==> config.mk <==
export PLATFORM = sky130hd
export DESIGN_NAME = psm_shift_ramp
export DESIGN_NICKNAME = d
export VERILOG_FILES = /design/src/rtl/psm_pkg.sv /design/src/rtl/psm_ramp_axis.sv /design/src/rtl/psm_shift_ramp.sv
export SDC_FILE = /design/constraint.sdc
export NUM_CORES = 1
export LEC_CHECK = 0
export ABC_CLOCK_PERIOD_IN_PS = 10000
export BUFFER_PORTS_ARGS = -buffer_cell sky130_fd_sc_hd__clkbuf_2
export CAP_MARGIN = 25
export CORE_MARGIN = 8
export CORE_UTILIZATION = 38
export CTS_CLUSTER_DIAMETER = 80
export DETAILED_ROUTE_END_ITERATION = 10
export PLACE_DENSITY = 0.65
export SYNTH_ARGS = -nofsm -noshare
export SYNTH_HDL_FRONTEND = slang
export SYNTH_HIERARCHICAL = 1
export SYNTH_SLANG_ARGS = --single-unit
export TNS_END_PERCENT = 10
==> constraint.sdc <==
create_clock -name CLK -period 10 [get_ports CLK]
set_clock_uncertainty 0.1 [all_clocks]
set_input_delay 2 -clock CLK [delete_from_list [all_inputs] [get_ports CLK]]
set_output_delay 2 -clock CLK [all_outputs]
set_load 0.01 [all_outputs]
==> src/rtl/psm_pkg.sv <==
// Shared types, default widths and arithmetic helpers for the PSM phase-shift ramp.
package psm_pkg;

    localparam int unsigned BITS_DATA_DEF = 16;
    localparam int unsigned STEP_W_DEF    = 8;
    localparam int unsigned ACC_W         = BITS_DATA_DEF + 2;

    typedef enum logic [2:0] {
        IDLE,
        RAMP,
        HOLD,
        STOP,
        FAULT
    } psm_state_t;

    typedef logic signed [ACC_W-1:0] acc_t;

    function automatic acc_t f_clamp(input acc_t v, input acc_t lim);
        if (v > lim)
            return lim;
        else if (v < -lim)
            return -lim;
        return v;
    endfunction

    function automatic acc_t f_abs(input acc_t v);
        return (v < 0) ? -v : v;
    endfunction

endpackage

==> src/rtl/psm_ramp_axis.sv <==
// One shift axis: clamps the target to +/-F and slews the applied value by at most one step per tick.
module psm_ramp_axis
    import psm_pkg::*;
#(
    parameter int unsigned BITS_DATA = BITS_DATA_DEF,
    parameter int unsigned STEP_W    = STEP_W_DEF
) (
    input  logic                        i_clk,
    input  logic                        i_rst,
    input  logic                        i_tick,
    input  logic                        i_zero_req,
    input  logic                        i_stop_req,
    input  logic [BITS_DATA-1:0]        i_freq,
    input  logic [STEP_W-1:0]           i_step,
    input  logic signed [BITS_DATA:0]   i_target,
    output acc_t                        o_cur_next,
    output logic                        o_at_target,
    output logic                        o_next_at_target
);

    acc_t r_cur;
    acc_t w_lim;
    acc_t w_eff;
    acc_t w_diff;
    acc_t w_mag;
    acc_t w_step;
    acc_t w_ramp;
    acc_t w_next;

    always_comb begin
        w_lim  = acc_t'(i_freq);
        w_eff  = i_stop_req ? '0 : f_clamp(acc_t'(i_target), w_lim);
        w_diff = w_eff - r_cur;
        w_mag  = f_abs(w_diff);
        w_step = acc_t'(i_step);
        if (w_step == '0 || w_mag <= w_step)
            w_ramp = w_eff;
        else if (w_diff < 0)
            w_ramp = r_cur - w_step;
        else
            w_ramp = r_cur + w_step;

        if (i_zero_req)
            w_next = '0;
        else if (i_tick)
            w_next = w_ramp;
        else
            w_next = r_cur;
    end

    always_ff @(posedge i_clk or posedge i_rst) begin
        if (i_rst)
            r_cur <= '0;
        else
            r_cur <= w_next;
    end

    assign o_cur_next       = w_next;
    assign o_at_target      = (r_cur == w_eff);
    assign o_next_at_target = (w_ramp == w_eff);

endmodule

==> src/rtl/psm_shift_ramp.sv <==
// Slew-limited SPS/DPS phase-shift command stage: period counter, run/stop/fault FSM,
// target handshake and tick-aligned magnitude/sign output registers.
module psm_shift_ramp
    import psm_pkg::*;
#(
    parameter int unsigned BITS_DATA = BITS_DATA_DEF,
    parameter int unsigned STEP_W    = STEP_W_DEF
) (
    input  logic                  CLK,
    input  logic                  RST,
    input  logic [BITS_DATA-1:0]  iFREQUENCY,
    input  logic [STEP_W-1:0]     iSTEP,
    input  logic                  iEnable,
    input  logic                  iFault,
    input  logic                  iTarget_valid,
    output logic                  oTarget_ready,
    input  logic [BITS_DATA:0]    iSPS_target,
    input  logic [BITS_DATA:0]    iDPS_target,
    input  logic                  iN_target,
    output logic [BITS_DATA-1:0]  oSPS_value,
    output logic [BITS_DATA-1:0]  oDPS_value,
    output logic                  oSPS_sign,
    output logic                  oDPS_sign,
    output logic                  oN,
    output logic                  oPeriod_tick,
    output logic                  oBusy,
    output logic                  oAt_target
);

    psm_state_t r_state;
    psm_state_t w_state_nxt;

    logic [BITS_DATA-1:0]     r_cnt;
    logic                     w_tick;
    logic                     r_ready_en;
    logic                     w_capture;
    logic signed [BITS_DATA:0] r_sps_tgt;
    logic signed [BITS_DATA:0] r_dps_tgt;
    logic                     r_n_tgt;
    logic                     w_zero_req;
    logic                     w_stop_req;
    acc_t                     w_sps_next;
    acc_t                     w_dps_next;
    logic                     w_sps_at, w_dps_at;
    logic                     w_sps_next_at, w_dps_next_at;
    logic                     w_busy_nxt;
    logic                     w_at_nxt;

    logic [BITS_DATA-1:0]     r_sps_value;
    logic [BITS_DATA-1:0]     r_dps_value;
    logic                     r_sps_sign;
    logic                     r_dps_sign;
    logic                     r_n;
    logic                     r_period_tick;
    logic                     r_busy;
    logic                     r_at_target;

    // >= keeps the period bounded if F is lowered below the running count
    assign w_tick = (r_cnt >= iFREQUENCY);

    always_ff @(posedge CLK or posedge RST) begin
        if (RST)
            r_cnt <= '0;
        else if (w_tick)
            r_cnt <= '0;
        else
            r_cnt <= r_cnt + 1'b1;
    end

    // Holds ready low until the first clock after reset release
    always_ff @(posedge CLK or posedge RST) begin
        if (RST)
            r_ready_en <= 1'b0;
        else
            r_ready_en <= 1'b1;
    end

    assign oTarget_ready = r_ready_en && (r_state != FAULT);
    assign w_capture     = iTarget_valid && oTarget_ready;

    always_ff @(posedge CLK or posedge RST) begin
        if (RST) begin
            r_sps_tgt <= '0;
            r_dps_tgt <= '0;
            r_n_tgt   <= 1'b0;
        end else if (w_capture) begin
            r_sps_tgt <= iSPS_target;
            r_dps_tgt <= iDPS_target;
            r_n_tgt   <= iN_target;
        end
    end

    assign w_zero_req = iFault || (r_state == IDLE) || (r_state == FAULT);
    assign w_stop_req = (r_state == STOP) ||
                        (!iEnable && ((r_state == RAMP) || (r_state == HOLD)));

    psm_ramp_axis #(.BITS_DATA(BITS_DATA), .STEP_W(STEP_W)) u_sps (
        .i_clk            (CLK),
        .i_rst            (RST),
        .i_tick           (w_tick),
        .i_zero_req       (w_zero_req),
        .i_stop_req       (w_stop_req),
        .i_freq           (iFREQUENCY),
        .i_step           (iSTEP),
        .i_target         (r_sps_tgt),
        .o_cur_next       (w_sps_next),
        .o_at_target      (w_sps_at),
        .o_next_at_target (w_sps_next_at)
    );

    psm_ramp_axis #(.BITS_DATA(BITS_DATA), .STEP_W(STEP_W)) u_dps (
        .i_clk            (CLK),
        .i_rst            (RST),
        .i_tick           (w_tick),
        .i_zero_req       (w_zero_req),
        .i_stop_req       (w_stop_req),
        .i_freq           (iFREQUENCY),
        .i_step           (iSTEP),
        .i_target         (r_dps_tgt),
        .o_cur_next       (w_dps_next),
        .o_at_target      (w_dps_at),
        .o_next_at_target (w_dps_next_at)
    );

    always_ff @(posedge CLK or posedge RST) begin
        if (RST)
            r_state <= IDLE;
        else
            r_state <= w_state_nxt;
    end

    always_comb begin
        w_state_nxt = r_state;
        if (iFault) begin
            w_state_nxt = FAULT;
        end else begin
            unique case (r_state)
                IDLE:  if (iEnable) w_state_nxt = RAMP;
                RAMP: begin
                    if (!iEnable)
                        w_state_nxt = STOP;
                    else if (w_tick && w_sps_next_at && w_dps_next_at)
                        w_state_nxt = HOLD;
                end
                HOLD: begin
                    if (!iEnable)
                        w_state_nxt = STOP;
                    else if (!(w_sps_at && w_dps_at))
                        w_state_nxt = RAMP;
                end
                STOP: begin
                    if (iEnable)
                        w_state_nxt = RAMP;
                    else if (w_tick && w_sps_next_at && w_dps_next_at)
                        w_state_nxt = IDLE;
                end
                FAULT: if (!iEnable) w_state_nxt = IDLE;
                default: w_state_nxt = IDLE;
            endcase
        end
    end

    always_comb begin
        w_busy_nxt = (w_state_nxt == RAMP) || (w_state_nxt == STOP);
        w_at_nxt   = (w_state_nxt == HOLD);
    end

    always_ff @(posedge CLK or posedge RST) begin
        if (RST) begin
            r_sps_value   <= '0;
            r_dps_value   <= '0;
            r_sps_sign    <= 1'b1;
            r_dps_sign    <= 1'b1;
            r_n           <= 1'b0;
            r_period_tick <= 1'b0;
            r_busy        <= 1'b0;
            r_at_target   <= 1'b0;
        end else begin
            r_period_tick <= w_tick;
            r_busy        <= w_busy_nxt;
            r_at_target   <= w_at_nxt;
            if (iFault || (r_state == FAULT)) begin
                r_sps_value <= '0;
                r_dps_value <= '0;
                r_sps_sign  <= 1'b1;
                r_dps_sign  <= 1'b1;
                r_n         <= 1'b0;
            end else if (w_tick) begin
                r_sps_value <= BITS_DATA'(f_abs(w_sps_next));
                r_dps_value <= BITS_DATA'(f_abs(w_dps_next));
                r_sps_sign  <= (w_sps_next >= 0);
                r_dps_sign  <= (w_dps_next >= 0);
                r_n         <= r_n_tgt;
            end
        end
    end

    assign oSPS_value   = r_sps_value;
    assign oDPS_value   = r_dps_value;
    assign oSPS_sign    = r_sps_sign;
    assign oDPS_sign    = r_dps_sign;
    assign oN           = r_n;
    assign oPeriod_tick = r_period_tick;
    assign oBusy        = r_busy;
    assign oAt_target   = r_at_target;

endmodule
==> results.txt <==
The part of the cycle the worst path needs works out to 111%. Setup repair after global routing could not meet its margin everywhere. The initial core utilization came out at 38.6%.

The clock root buffer was sky130_fd_sc_hd__clkbuf_16. The floorplan step defined a die boundary enclosing 49,600 µm². Entering global routing, the biggest net connects 92 pins. The run gives 103 as the I/O pin count. Dividing the detail-routed wire length by the instance count gives 19.5 µm. The wire length of the first global-routing pass was 98,900 µm; the global-route congestion overflow total was 0. The final layout contains routed wiring with a total length of 63,500 µm.

Based on the critical path, the design can be clocked at up to 0.0897 GHz. Summed over all nets, the half-perimeter wirelength after detailed placement is 48,300 µm. On the worst path, the slowest cell contributes a delay of 0.56 ns. The smallest clock period supported by the final layout is computed as 11.15 ns. The floorplan has 75 rows. Summed over all failing endpoints, the final setup total negative slack is -29.10 ns. The maximum level of the CTS H-tree is 4, and the number of nets with antenna violations after detailed routing is 0. The logs give 0 for the total inserted antenna cells and 0 for the initial antenna violation count.

Yosys mapped a number of flops with a built-in enable equal to 0. Across the whole layout, storage elements account for 3230 µm². The total global routing track utilization came out at 24.7%. Sequential cells account for 9.4% of the total power. The floorplan core area came out at 42,000 µm².

The final reports fail on negative setup slack. Of all nets on the critical path, the largest fanout is 3. For the pin with the worst max-slew slack, the measured transition is 1.03 ns.

The number of nets in the synthesized netlist is 2,225. The run gives 0 as the number of max-slew violations in the final report. The post-synthesis async set-or-reset flop share came out at 100%. In this run the tool buffered the top-level ports with 102 buffer cells. On the final layout, the worst hold slack is 0.415 ns. The commonest register cell after synthesis was sky130_fd_sc_hd__dfrtp_1. Across all layers, the routed design uses 18.8k vias.

The logs give 11.41 ns for the arrival time of the worst setup path and 5 for the detailed-router iteration count before antenna repair. Routability-driven placement finished with a final weighted congestion of 0.965. Distinct cell type count after synthesis: 111.

Kind of end point of the critical path: a register. The clock transition at the registers of the reported paths came out at 0.06 ns. After detailed routing, the number of vias per cell comes to 5.78. The longest clock path from root to sink contains 2 buffers. The cell that appears most often on the critical path is sky130_fd_sc_hd__buf_4. After detailed routing, the number of remaining DRC violations is 0. The logs give 11.3 nW for the leakage dissipation and 13,200 µm² for the total area of multi-input combinational cells.

The critical path is of the in2reg type. Setup violations remaining at the end of the flow were counted as 52. The switching power summed over all nets came out at 3.09 mW. TritonCTS built the clock tree. Relative to the synthesized area, the layout overhead comes to 47.9%. The iteration-0 DRC count of the detailed router came out at 1,497.

The top cell types in the final layout, fill and taps aside, are 655 x sky130_fd_sc_hd__buf_4, 165 x sky130_fd_sc_hd__ha_1, 158 x sky130_fd_sc_hd__inv_1. Across the run, the number of max-cap violations was 0. The number of instances in the synthesized netlist came out at 1,980. The tools report the cell-internal power as 3.78 mW. Across the VDD grid, the largest voltage drop is 0.193 mV. The net count reported at finish came out at 2,943. The kind of cell adding the most delay to the critical path was buffers and inverters.

The flow ran to the end, but the final reports show violations. In this run, placement finished with an instance count of 3,105. The number of filler cells placed in the layout was 3,574; the mean instance size in the synthesized netlist was 8.20 µm².

Final number of hold-violating endpoints: 0. The clock network accounts for 9.3% of the total power. The chip width came out at 223 µm. The run gives 19.2k as the number of global-route vias before repair. At the worst endpoint, the required time is 10.26 ns. For this run, the number of Yosys warnings is 6. The leading cell type in the layout, fill and taps excluded was sky130_fd_sc_hd__buf_4. The clock latency on the worst-skew pair is 0.46 ns, and the number of clock buffers inserted by TritonCTS is 17. Netlist area before placement: 16,200 µm². The vertical die dimension came out at 223 µm.

The run gives 31.2% as the relative slew slack. The tools report the share of total power in combinational logic as 81.3%. Setup slack after layout: -1.15 ns. In this run switching power makes up 45.0% of total power. Summing the sequential cell areas from Yosys gives 19.9% of the chip area.

The clock sink count came out at 129. The worst setup path is launched from an input port. The number of buffers and inverters on the critical path came out at 33. The final total power is 6.87 mW, and the fraction of final layout cells sized beyond drive strength 1 is 40.7%. For this design, the slowest cell found on the critical path is sky130_fd_sc_hd__or4_4. The path class of the tightest hold or removal check is reg2reg. The synthesized design contains 129 register bits. Power per cell area: 286 nW/µm².

The number of cells in the finished layout apart from fillers came out at 3,250.
## per-stage QoR
step           setup WS, ns  area (µm²)  util (%)
3_3_place_gp          -1.52       21500      51.2
4_1_cts              -0.599       23300      55.5
2_1_floorplan         -1.08       16500         -
5_1_grt               -1.45       24000      57.1
6_report              -1.15       24000      57.1
3_5_place_dp          -1.63       21500      51.2
## cells in the mapped netlist, types with 33 or more instances
master | instances | area [µm²]
sky130_fd_sc_hd__a21oi_1 | 126 | 631
sky130_fd_sc_hd__inv_1 | 166 | 623
sky130_fd_sc_hd__ha_1 | 177 | 2210
sky130_fd_sc_hd__o21bai_1 | 33 | 248
sky130_fd_sc_hd__nor3_1 | 41 | 205
sky130_fd_sc_hd__o21ai_0 | 89 | 445
sky130_fd_sc_hd__dfrtp_1 | 127 | 3180
sky130_fd_sc_hd__xor2_1 | 67 | 587
sky130_fd_sc_hd__nand4_1 | 39 | 244
sky130_fd_sc_hd__nor2_1 | 155 | 582
sky130_fd_sc_hd__a211oi_1 | 69 | 518
sky130_fd_sc_hd__mux2_2 | 39 | 439
sky130_fd_sc_hd__clkbuf_1 | 42 | 158
sky130_fd_sc_hd__nand2_1 | 115 | 432
sky130_fd_sc_hd__xnor2_1 | 99 | 867
sky130_fd_sc_hd__nand3_1 | 57 | 285
## final timing paths
check	start	end	slack (ns)	depth (start not counted)
setup / recovery	iFREQUENCY[2]	oAt_target	-1.15	58
hold / removal	r_dps_tgt[0]	r_dps_tgt[0]	0.41	1
setup reg to reg	r_dps_tgt[1]	oAt_target	1.10	51
hold reg to reg	r_dps_tgt[0]	r_dps_tgt[0]	0.41	1
max in group asynchronous	RST	r_sps_tgt[12]	7.12	3
min in group asynchronous	RST	oSPS_value[3]	1.48	2
## sequential cells by signal, summed over array words and instances (netlist names), 3 cells and up
signal       cells
u_dps/r_cur     18
u_sps/r_cur     18
oSPS_value      16
oDPS_value      16
r_dps_tgt       17
r_cnt           16
r_state          3
r_sps_tgt       17
## cell families (layout without fill, tap and decap cells)
| kind of cell | after synthesis | after routing | share of synthesized area, % |
|---|---|---|---|
| compound gates | 575 | 575 | 26.0 |
| xor+xnor | 169 | 169 | 9.37 |
| fa+ha+maj | 182 | 182 | 14.2 |
| buf+inv | 245 | 976 | 6.33 |
| flops | 129 | 129 | 19.9 |
| mux | 62 | 62 | 4.12 |
| other cells | 1 | 1 | 0.0231 |
| simple gates | 617 | 617 | 20.1 |
## area by class of cell
cell class	instances	share of cell area, %
Multi-Input combinational cell	1606	54.8
Timing Repair Buffer	778	23.9
Sequential cell	129	13.4
Tap cell	539	2.81
Inverter	166	2.62
Clock buffer	22	2.02
Clock inverter	10	0.417
## per-layer routing
metal  global-route usage (%)  vias up  part of all wire (%)
li1                         -     8759                     -
met3                     3.61      284                   4.9
met1                     27.9     9031                    40
met2                     42.3      718                    48
met4                     17.5        0                   7.1
met5                        0        -                     0
## power groups by stage
stage | clock network, mW | registers (mW) | logic [mW]
6_report | 0.641 | 0.645 | 5.58
5_1_grt | 0.673 | 0.651 | 6.02
4_1_cts | 0.652 | 0.644 | 5.24
3_5_place_dp | 0 | 0.652 | 4.98
3_3_place_gp | 0 | 0.651 | 4.87
2_1_floorplan | 0 | 0.620 | 2.91
## timing repair
action	in CTS	in global routing
cloned	1	0
pin swaps	74	99
gates resized for setup	101	112
hold buffers	0	0
setup buffers	90	24
setup endpoints to repair	67	74
## worst register-to-register path: cells and delay by family (launching register included)
kind	cells	cell delay, ns
XOR/XNOR	1	0.12
AND/OR/NAND/NOR	8	2.04
adder cells (fa/ha/maj)	1	0.31
multiplexers	1	0.11
flip-flops	1	0.44
AO/OA/AOI/OAI	8	1.61
buffers and inverters	32	4.06
Power figures use the tool's default switching activity.
